--- src/rtl/intc_ctrl.sv ---
// Prioritised interrupt controller on the word-addressed device bus (MASK/PENDING/STATUS/EOI).
// Define INTC_LEVEL_EN for level mode (PENDING follows src_irq_i); default build latches rising edges.
module intc_ctrl #(
  parameter int NSRC = 6,
  parameter int ID_W = 4
) (
  input  logic            clk,
  input  logic            rst,
  input  logic [1:0]      addr_i,
  input  logic            we_i,
  input  logic [31:0]     data_in_i,
  output logic [31:0]     data_out_o,
  input  logic [NSRC-1:0] src_irq_i,
  input  logic            cpu_ack_i,
  output logic            cpu_irq_o,
  output logic [ID_W-1:0] irq_id_o
);

  typedef enum logic [1:0] {
    ST_IDLE = 2'b00,
    ST_REQ  = 2'b01,
    ST_SERV = 2'b10
  } state_t;

  state_t          state_q, state_d;
  logic [NSRC-1:0] mask_q, mask_d;
  logic [ID_W-1:0] cur_id_q, cur_id_d;
  logic            cpu_irq_q, cpu_irq_d;
  logic [ID_W-1:0] irq_id_q, irq_id_d;

  logic [NSRC-1:0] pending_s;
  logic [NSRC-1:0] eligible_s;
  logic [NSRC-1:0] cur_oh_s;
  logic [NSRC-1:0] ack_clr_s;
  logic [ID_W-1:0] winner_s;
  logic [31:0]     rdata_s;
  logic            wr_mask_s, wr_pend_s, wr_eoi_s;
  logic            unused_s;

  assign wr_mask_s = we_i && (addr_i == 2'b00);
  assign wr_pend_s = we_i && (addr_i == 2'b01);
  assign wr_eoi_s  = we_i && (addr_i == 2'b11);

`ifdef INTC_LEVEL_EN
  assign pending_s = src_irq_i;
  assign unused_s  = ^{data_in_i, ack_clr_s, wr_pend_s};
`else
  logic [NSRC-1:0] src_q;
  logic [NSRC-1:0] pending_q, pending_d;
  logic [NSRC-1:0] w1c_clr_s;

  assign w1c_clr_s = wr_pend_s ? data_in_i[NSRC-1:0] : {NSRC{1'b0}};
  // A rise in the same cycle as a W1C or ack clear wins, so no edge is lost.
  assign pending_d = (pending_q & ~(w1c_clr_s | ack_clr_s)) | (src_irq_i & ~src_q);
  assign pending_s = pending_q;
  assign unused_s  = ^data_in_i;

  always_ff @(posedge clk or posedge rst) begin
    if (rst) begin
      src_q     <= {NSRC{1'b0}};
      pending_q <= {NSRC{1'b0}};
    end else begin
      src_q     <= src_irq_i;
      pending_q <= pending_d;
    end
  end
`endif

  assign mask_d     = wr_mask_s ? data_in_i[NSRC-1:0] : mask_q;
  assign eligible_s = pending_s & mask_q;

  always_comb begin
    winner_s = {ID_W{1'b0}};
    cur_oh_s = {NSRC{1'b0}};
    for (int i = NSRC - 1; i >= 0; i--) begin
      winner_s = eligible_s[i] ? ID_W'(i) : winner_s;
    end
    for (int i = 0; i < NSRC; i++) begin
      cur_oh_s[i] = (cur_id_q == ID_W'(i));
    end
  end

  // cur_id stays frozen through REQ and SERV: no preemption by a higher-priority arrival.
  always_comb begin
    state_d   = state_q;
    cur_id_d  = cur_id_q;
    cpu_irq_d = cpu_irq_q;
    ack_clr_s = {NSRC{1'b0}};
    case (state_q)
      ST_IDLE: begin
        if (|eligible_s) begin
          state_d   = ST_REQ;
          cur_id_d  = winner_s;
          cpu_irq_d = 1'b1;
        end else begin
          state_d   = ST_IDLE;
        end
      end
      ST_REQ: begin
        if (cpu_ack_i) begin
          ack_clr_s = cur_oh_s;
          cpu_irq_d = 1'b0;
          state_d   = ST_SERV;
        end else if (!(|(cur_oh_s & mask_q & pending_s))) begin
          cpu_irq_d = 1'b0;
          state_d   = ST_IDLE;
        end else begin
          state_d   = ST_REQ;
        end
      end
      ST_SERV: begin
        if (wr_eoi_s) begin
          state_d = ST_IDLE;
        end else begin
          state_d = ST_SERV;
        end
      end
      default: begin
        state_d   = ST_IDLE;
        cpu_irq_d = 1'b0;
      end
    endcase
  end

  assign irq_id_d = (state_d != ST_IDLE) ? cur_id_d : {ID_W{1'b0}};

  always_ff @(posedge clk or posedge rst) begin
    if (rst) begin
      state_q   <= ST_IDLE;
      mask_q    <= {NSRC{1'b0}};
      cur_id_q  <= {ID_W{1'b0}};
      cpu_irq_q <= 1'b0;
      irq_id_q  <= {ID_W{1'b0}};
    end else begin
      state_q   <= state_d;
      mask_q    <= mask_d;
      cur_id_q  <= cur_id_d;
      cpu_irq_q <= cpu_irq_d;
      irq_id_q  <= irq_id_d;
    end
  end

  always_comb begin
    rdata_s = 32'h0000_0000;
    case (addr_i)
      2'b00: rdata_s[NSRC-1:0] = mask_q;
      2'b01: rdata_s[NSRC-1:0] = pending_s;
      2'b10: begin
        rdata_s[ID_W-1:0] = cur_id_q;
        rdata_s[9:8]      = state_q;
        rdata_s[16]       = cpu_irq_q;
      end
      default: rdata_s = 32'h0000_0000;
    endcase
  end

  assign data_out_o = rdata_s;
  assign cpu_irq_o  = cpu_irq_q;
  assign irq_id_o   = irq_id_q;

endmodule
--- config.mk ---
export PLATFORM = sky130hd
export DESIGN_NAME = intc_ctrl
export DESIGN_NICKNAME = d
export VERILOG_FILES = /design/src/rtl/intc_ctrl.sv
export SDC_FILE = /design/constraint.sdc
export NUM_CORES = 1
export LEC_CHECK = 0
export CORE_ASPECT_RATIO = 1.2
export CORE_MARGIN = 2
export CORE_UTILIZATION = 44
export CTS_BUF_LIST = sky130_fd_sc_hd__clkbuf_4 sky130_fd_sc_hd__clkbuf_8 sky130_fd_sc_hd__clkbuf_16
export CTS_CLUSTER_DIAMETER = 80
export CTS_CLUSTER_SIZE = 30
export DETAILED_ROUTE_END_ITERATION = 10
export PLACE_DENSITY = 0.86
export REMOVE_ABC_BUFFERS = 1
export SLEW_MARGIN = 20
export SYNTH_ARGS = -nofsm -noshare
export SYNTH_HDL_FRONTEND = slang
export SYNTH_SLANG_ARGS = --single-unit
--- constraint.sdc ---
create_clock -name clk -period 2.45 [get_ports clk]
set_input_delay 0.245 -clock clk [delete_from_list [all_inputs] [get_ports clk]]
set_output_delay 0.245 -clock clk [all_outputs]
set_load 0.005 [all_outputs]
Word-level counts from Yosys, hierarchy flattened
Cells that the tools add are included.
{"block": "word_totals", "romBits": 0, "reg_bits": 29, "elab_cells": 64, "latchBits": 0, "mem_count": 0, "input_bits": 44, "output_inout_bits": 37, "ram_bits": 0}
{"block": "op_classes", "n_div": 0, "bitwise": 10, "addsub": 0, "mul": 0, "order_cmp": 0, "shifts": 0, "muxes": 25, "n_eq_ne": 12, "reduce_logical": 10}
{"operator": "6-bit bitwise AND", "count": 5}
{"operator": "3-bit two-way mux", "count": 6}
{"operator": "6-bit two-way mux", "count": 3}
{"operator": "4-bit two-way mux", "count": 3}
{"operator": "6-bit inverter", "count": 2}
{"operator": "6-bit bitwise OR", "count": 2}
{"operator": "4-bit one-hot mux with 3 select lines", "count": 1}
{"operator": "6-bit OR reduction", "count": 2}
{"operator": "4-bit by 2-bit equality test with 1-bit output, second input constant", "count": 2}
{"operator": "4-bit by 3-bit equality test with 1-bit output, second input constant", "count": 2}
{"operator": "2-bit equality test, second input constant", "count": 3}
{"operator": "1-bit two-way mux", "count": 6}
{"operator": "2-bit two-way mux", "count": 3}
{"operator": "2-bit one-hot mux with 3 select lines", "count": 1}
{"operator": "2-bit by 1-bit equality test with 1-bit output, second input constant", "count": 2}
{"operator": "4-bit by 1-bit equality test with 1-bit output, second input constant", "count": 1}
{"operator": "2-bit zero test", "count": 2}
{"operator": "4-bit zero test", "count": 1}
{"operator": "2-bit one-hot mux with 2 select lines", "count": 1}
{"operator": "1-bit logical AND", "count": 3}
{"operator": "3-bit != test, second input constant", "count": 1}
{"operator": "1-bit one-hot mux with 3 select lines", "count": 1}
{"operator": "3-bit AND reduction", "count": 1}
{"operator": "2-bit != test, second input constant", "count": 1}
{"operator": "2 further kinds", "count": 2}

Logic depth before layout (Yosys ltp)
{"block": "depth", "word_depth": 10, "mapped_depth": 6, "ltp_nobuf": 4}

Worst setup path before layout
No wires, ideal clock.
{"block": "synth_timing", "kind": "register -> register", "startpoint": "register mask_q[3]", "endpoint": "register irq_id_q[0] (netlist: irq_id_o[0])", "setup_slack_ns": 0.820, "arrival_time_ns": 1.491, "required_time_ns": 2.311, "path_stages_with_launch": 5, "setup_ns": 0.139, "path_cell_list": "dfrtp_1 -> and2_4 -> mux4_2 -> a2111oi_2 -> o32ai_1"}
{"block": "synth_via", "elab_chain_len": 8, "elab_cells_between_ends": 17, "classes_between": "11 x mux; 3 x bitwise; 3 x reduce/logical"}
{"element": "start, declared", "line_no": "26", "source": "logic [NSRC-1:0] mask_q, mask_d;"}
{"element": "start signal, assigned", "line_no": "130", "source": "mask_q <= {NSRC{1'b0}};"}
{"element": "start signal, assigned", "line_no": "136", "source": "mask_q <= mask_d;"}
{"element": "6-bit bitwise AND (on tied branches)", "line_no": "104, 70"}
{"element": "6-bit bitwise AND or 3-bit two-way mux (tied branches)", "line_no": "104, 76"}
{"element": "6-bit OR reduction or 3-bit two-way mux (tied branches)", "line_no": "104, 76"}
{"element": "1-bit two-way mux or 3-bit two-way mux (tied branches)", "line_no": "104, 76"}
{"element": "2-bit two-way mux or 3-bit two-way mux (tied branches)", "line_no": "100, 76"}
{"element": "2-bit one-hot mux with 3 select lines or 4-bit two-way mux (tied branches)", "line_no": "89, 91"}
{"element": "2-bit nonzero test or 4-bit two-way mux (tied branches)", "line_no": "125, 89"}
{"element": "4-bit two-way mux (*)", "line_no": "125", "source": "assign irq_id_d = (state_d != ST_IDLE) ? cur_id_d : {ID_W{1'b0}};"}
{"element": "net irq_id_d[0]", "line_no": "29", "source": "logic [ID_W-1:0] irq_id_q, irq_id_d;"}
{"element": "end signal, assigned", "line_no": "133", "source": "irq_id_q <= {ID_W{1'b0}};"}
{"element": "end signal, assigned", "line_no": "139", "source": "irq_id_q <= irq_id_d;"}
{"element": "end, declared", "line_no": "29"}
Mark *: on every way through the listed nets, which the timed path passes. The rest lies on a longest branch.
A chain may end at the register's enable or synchronous reset.

Worst setup path in the final report
{"block": "layout_timing", "startpoint": "input addr_i[1]", "endpoint": "output data_out_o[3]"}
{"block": "layout_via", "elab_chain_len": 2, "elab_cells_between_ends": 4, "classes_between": "2 x eq/ne; 1 x mux; 1 x reduce/logical"}
{"element": "start, declared", "line_no": "9", "source": "input logic [1:0] addr_i,"}
{"element": "2-bit equality test (tied with other cells)", "line_no": "145", "source": "case (addr_i)"}
{"element": "4-bit one-hot mux with 3 select lines (*)", "line_no": "145"}
{"element": "end, declared", "line_no": "12", "source": "output logic [31:0] data_out_o,"}
Mark *: on every way between the ends. The rest lies on a longest branch, timed or not.

==> flow_summary.yaml <==
yosys:
  synth_compound_area_share_pct: 17.9
  synth-xor-area-share_pct: 0
  synth_top_family_by_area: "compound AO/OA/AOI/OAI gates"
  yosysWarnings: 0
  yosys.area_share.simple_pct: 15.5
  syn_area_um2: 1670
  syn_area_per_cell_um2: 10.1
  synth_mux_area_share_pct: 8.98
  synthAdderAreaFrac_pct: 0
  yosysUniqueCellTypes: 42
  synth_cells: 166
  yosysSeqAreaShare_pct: 43.4
  ys_ff_latch: 29
clock_tree:
  cts_buffers: 5
  hold_buffers: 0
  postCtsSetupBuffers: 0
  cts-root-buf: "clkbuf_8"
  path_clk_slew_ps: 60
  clk_path_buf_depth: 2
  cts_tree: "done"
  clk_latency_ps: 280
  cts_sinks: 29
  cts_resized: 0
  cts_max_level: 2
floorplanning:
  ios: 81
  die_area_um2: 4310
  std_cell_rows: 24
  core_um2: 3630
  die_h_um: 71.5
  die_w_um: 60.3
  start_util_pct: 46.0
route:
  drtIter0Drc: 26
  vias_per_cell: 4.97
  drt_first_pass_iters: 4
  wl_um: 3380
  wl_per_cell_um: 13.3
  vias: 1262
  route.detailed.drc: 0
  drtAntennaViolNets: 0
sta:
  setup_tns_ps: 0
  period_needed_ps: 2120
  grt_setup_unrepaired: "false"
  finalHoldViolations: 0
  final_max_slew_viol_count: 0
  max-slew-margin-rel_pct: 64.6
  worstMarginPinSlew_ps: 529
  layout_setup_ws_ps: 331
  fmax_mhz: 472
  period_share_pct: 86.5
  setup_viol: 0
  fin_worst_skew_ps: 5.42
run:
  drv_cap: 0
global_route:
  antenna_found_initial: 0
  track_usage_pct: 18.2
  grt_max_degree: 30
  grt_pass1_vias: 1296
  grt-ovfl-total: 0
  grt_pass1_wl_um: 5770
critical_path:
  crit_fanout: 7
  start_kind: "primary input"
  slowest_stage: "clkdlybuf4s50_1"
  path_class: "in -> out"
  critPathRequiredTime_ps: 2200
  crit_family: "buffers and inverters"
  endpoint_kind: "output port"
  cp.arrival_ps: 1870
  critical_path.max_stage_delay_ps: 530
  crit_path_frequent_cell: "clkdlybuf4s50_1"
  path_buf_inv: 2
  crit_path_cell_trace: "clkdlybuf4s50_1 -> nor2b_1 -> nand2_1 -> o21ai_1 -> clkdlybuf4s50_1"
cells_and_area:
  diodes: 0
  nets: 246
  drive_above_1_share_pct: 10.4
  syn2layout_area_growth_pct: 22.7
placement:
  dp_slack_ps: 328
  place.gp.congestion: 0.914
  io_buffers: 31
  place_hpwl_um: 2680
power:
  power_leakage_nw: 0.903
  peakVddDrop_uv: 451
  power_density_nw_per_um2: 891
worst_hold_path:
  hp-class: "in -> async"
status:
  status: "finished, final reports clean"
-- synth_stat cells (all sizes together) --
master,count,area [um2]
dfrtp,29,726
buf,25,183
nand2,17,63.8
inv,12,45.0
o21ai,11,55.1
and2,9,63.8
nor2,9,33.8
mux2,6,67.6
mux2i,6,60.1
a32o,4,40.0
nand3,4,20.0
a22o,3,27.5
a31oi,3,18.8
a2111oi,2,42.5
a21oi,2,10.0
clkbuf,2,7.51
nand3b,2,27.5
nor3,2,10.0
o311ai,2,17.5
o31ai,2,28.8
a21boi,1,7.51
a31o,1,8.76
a32oi,1,8.76
and3,1,6.26
and3b,1,8.76
conb,1,3.75
mux4,1,22.5
nand2b,1,6.26
nor2b,1,6.26
nor3b,1,12.5
o21bai,1,7.51
o2bb2ai,1,8.76
o32ai,1,8.76
o41ai,1,8.76
-- tightest hold or removal path, stage by stage --
cell             delay [ps]
clkdlybuf4s50_1         400
inv_1                    50
buf_4                   320
-- per-layer routing --
metal / global-route usage, % / vias to the layer above / routed length (um)
li1: - / 604 / -
met1: 21.5 / 616 / 1340
met2: 29.3 / 33 / 1790
met3: 5.60 / 9 / 145
met4: 8.89 / 0 / 95
met5: 0 / - / 0
-- metrics by stage --
| stage | hold WS [ps] | instances | util [%] | power, mW | area, um2 |
|---|---|---|---|---|---|
| global placement | 396 | 247 | 54.0 | 1.41 | 1960 |
| detailed placement | 415 | 247 | 54.0 | 1.44 | 1960 |
| floorplan | 276 | 161 | - | 1.18 | 1570 |
| CTS | 349 | 254 | 56.5 | 1.84 | 2050 |
| global route | 377 | 254 | 56.5 | 1.96 | 2050 |
| finish | 334 | 254 | 56.5 | 1.83 | 2050 |
-- final timing paths --
kind                       slack (ps)         from  cells past startpoint       endpoint
max reg2reg                       630  cur_id_q[0]                      3    irq_id_o[0]
min reg2reg                       410     src_q[3]                      1   pending_q[3]
min in group clk                  410     src_q[3]                      1   pending_q[3]
max                               330    addr_i[1]                      5  data_out_o[3]
min                               330          rst                      3       src_q[4]
max in group asynchronous        1840          rst                      3      mask_q[1]
-- layout by cell type (no fill, tap or decap), drive strengths merged, types with 3 or more instances in the layout --
cell type,n
clkdlybuf4s50,31
dfrtp,29
conb,23
nand2,17
inv,12
o21ai,11
nor2,9
and2,9
clkbuf,7
mux2i,6
mux2,6
nand3,4
a32o,4
a31oi,3
buf,3
a22o,3
-- layout make-up --
class	count	area (um2)
repair buffers	34	333
inverters	12	45.0
multi-input cells	120	795
fillers	335	1580
clock buffers	7	90.1
flip-flops and latches	29	726
well taps	52	65.1
-- registers in the layout, indices dropped and copies added, names as in the netlist --
signal / cells
pending_q: 6
cpu_irq_o: 1
src_q: 6
irq_id_o: 4
state_q: 2
mask_q: 6
cur_id_q: 4
-- logic make-up after synthesis --
logic type | count (synthesis)
muxes | 13
other | 1
AOI/OAI and AO/OA | 36
buffers and inverters | 39
DFF | 29
and+or+nand+nor | 48
-- report_power, final --
group          internal (mW)  switching, mW
sequential             0.592          0.139
combinational          0.358          0.343
clock                  0.233          0.165
Power figures use the tool's default switching activity.
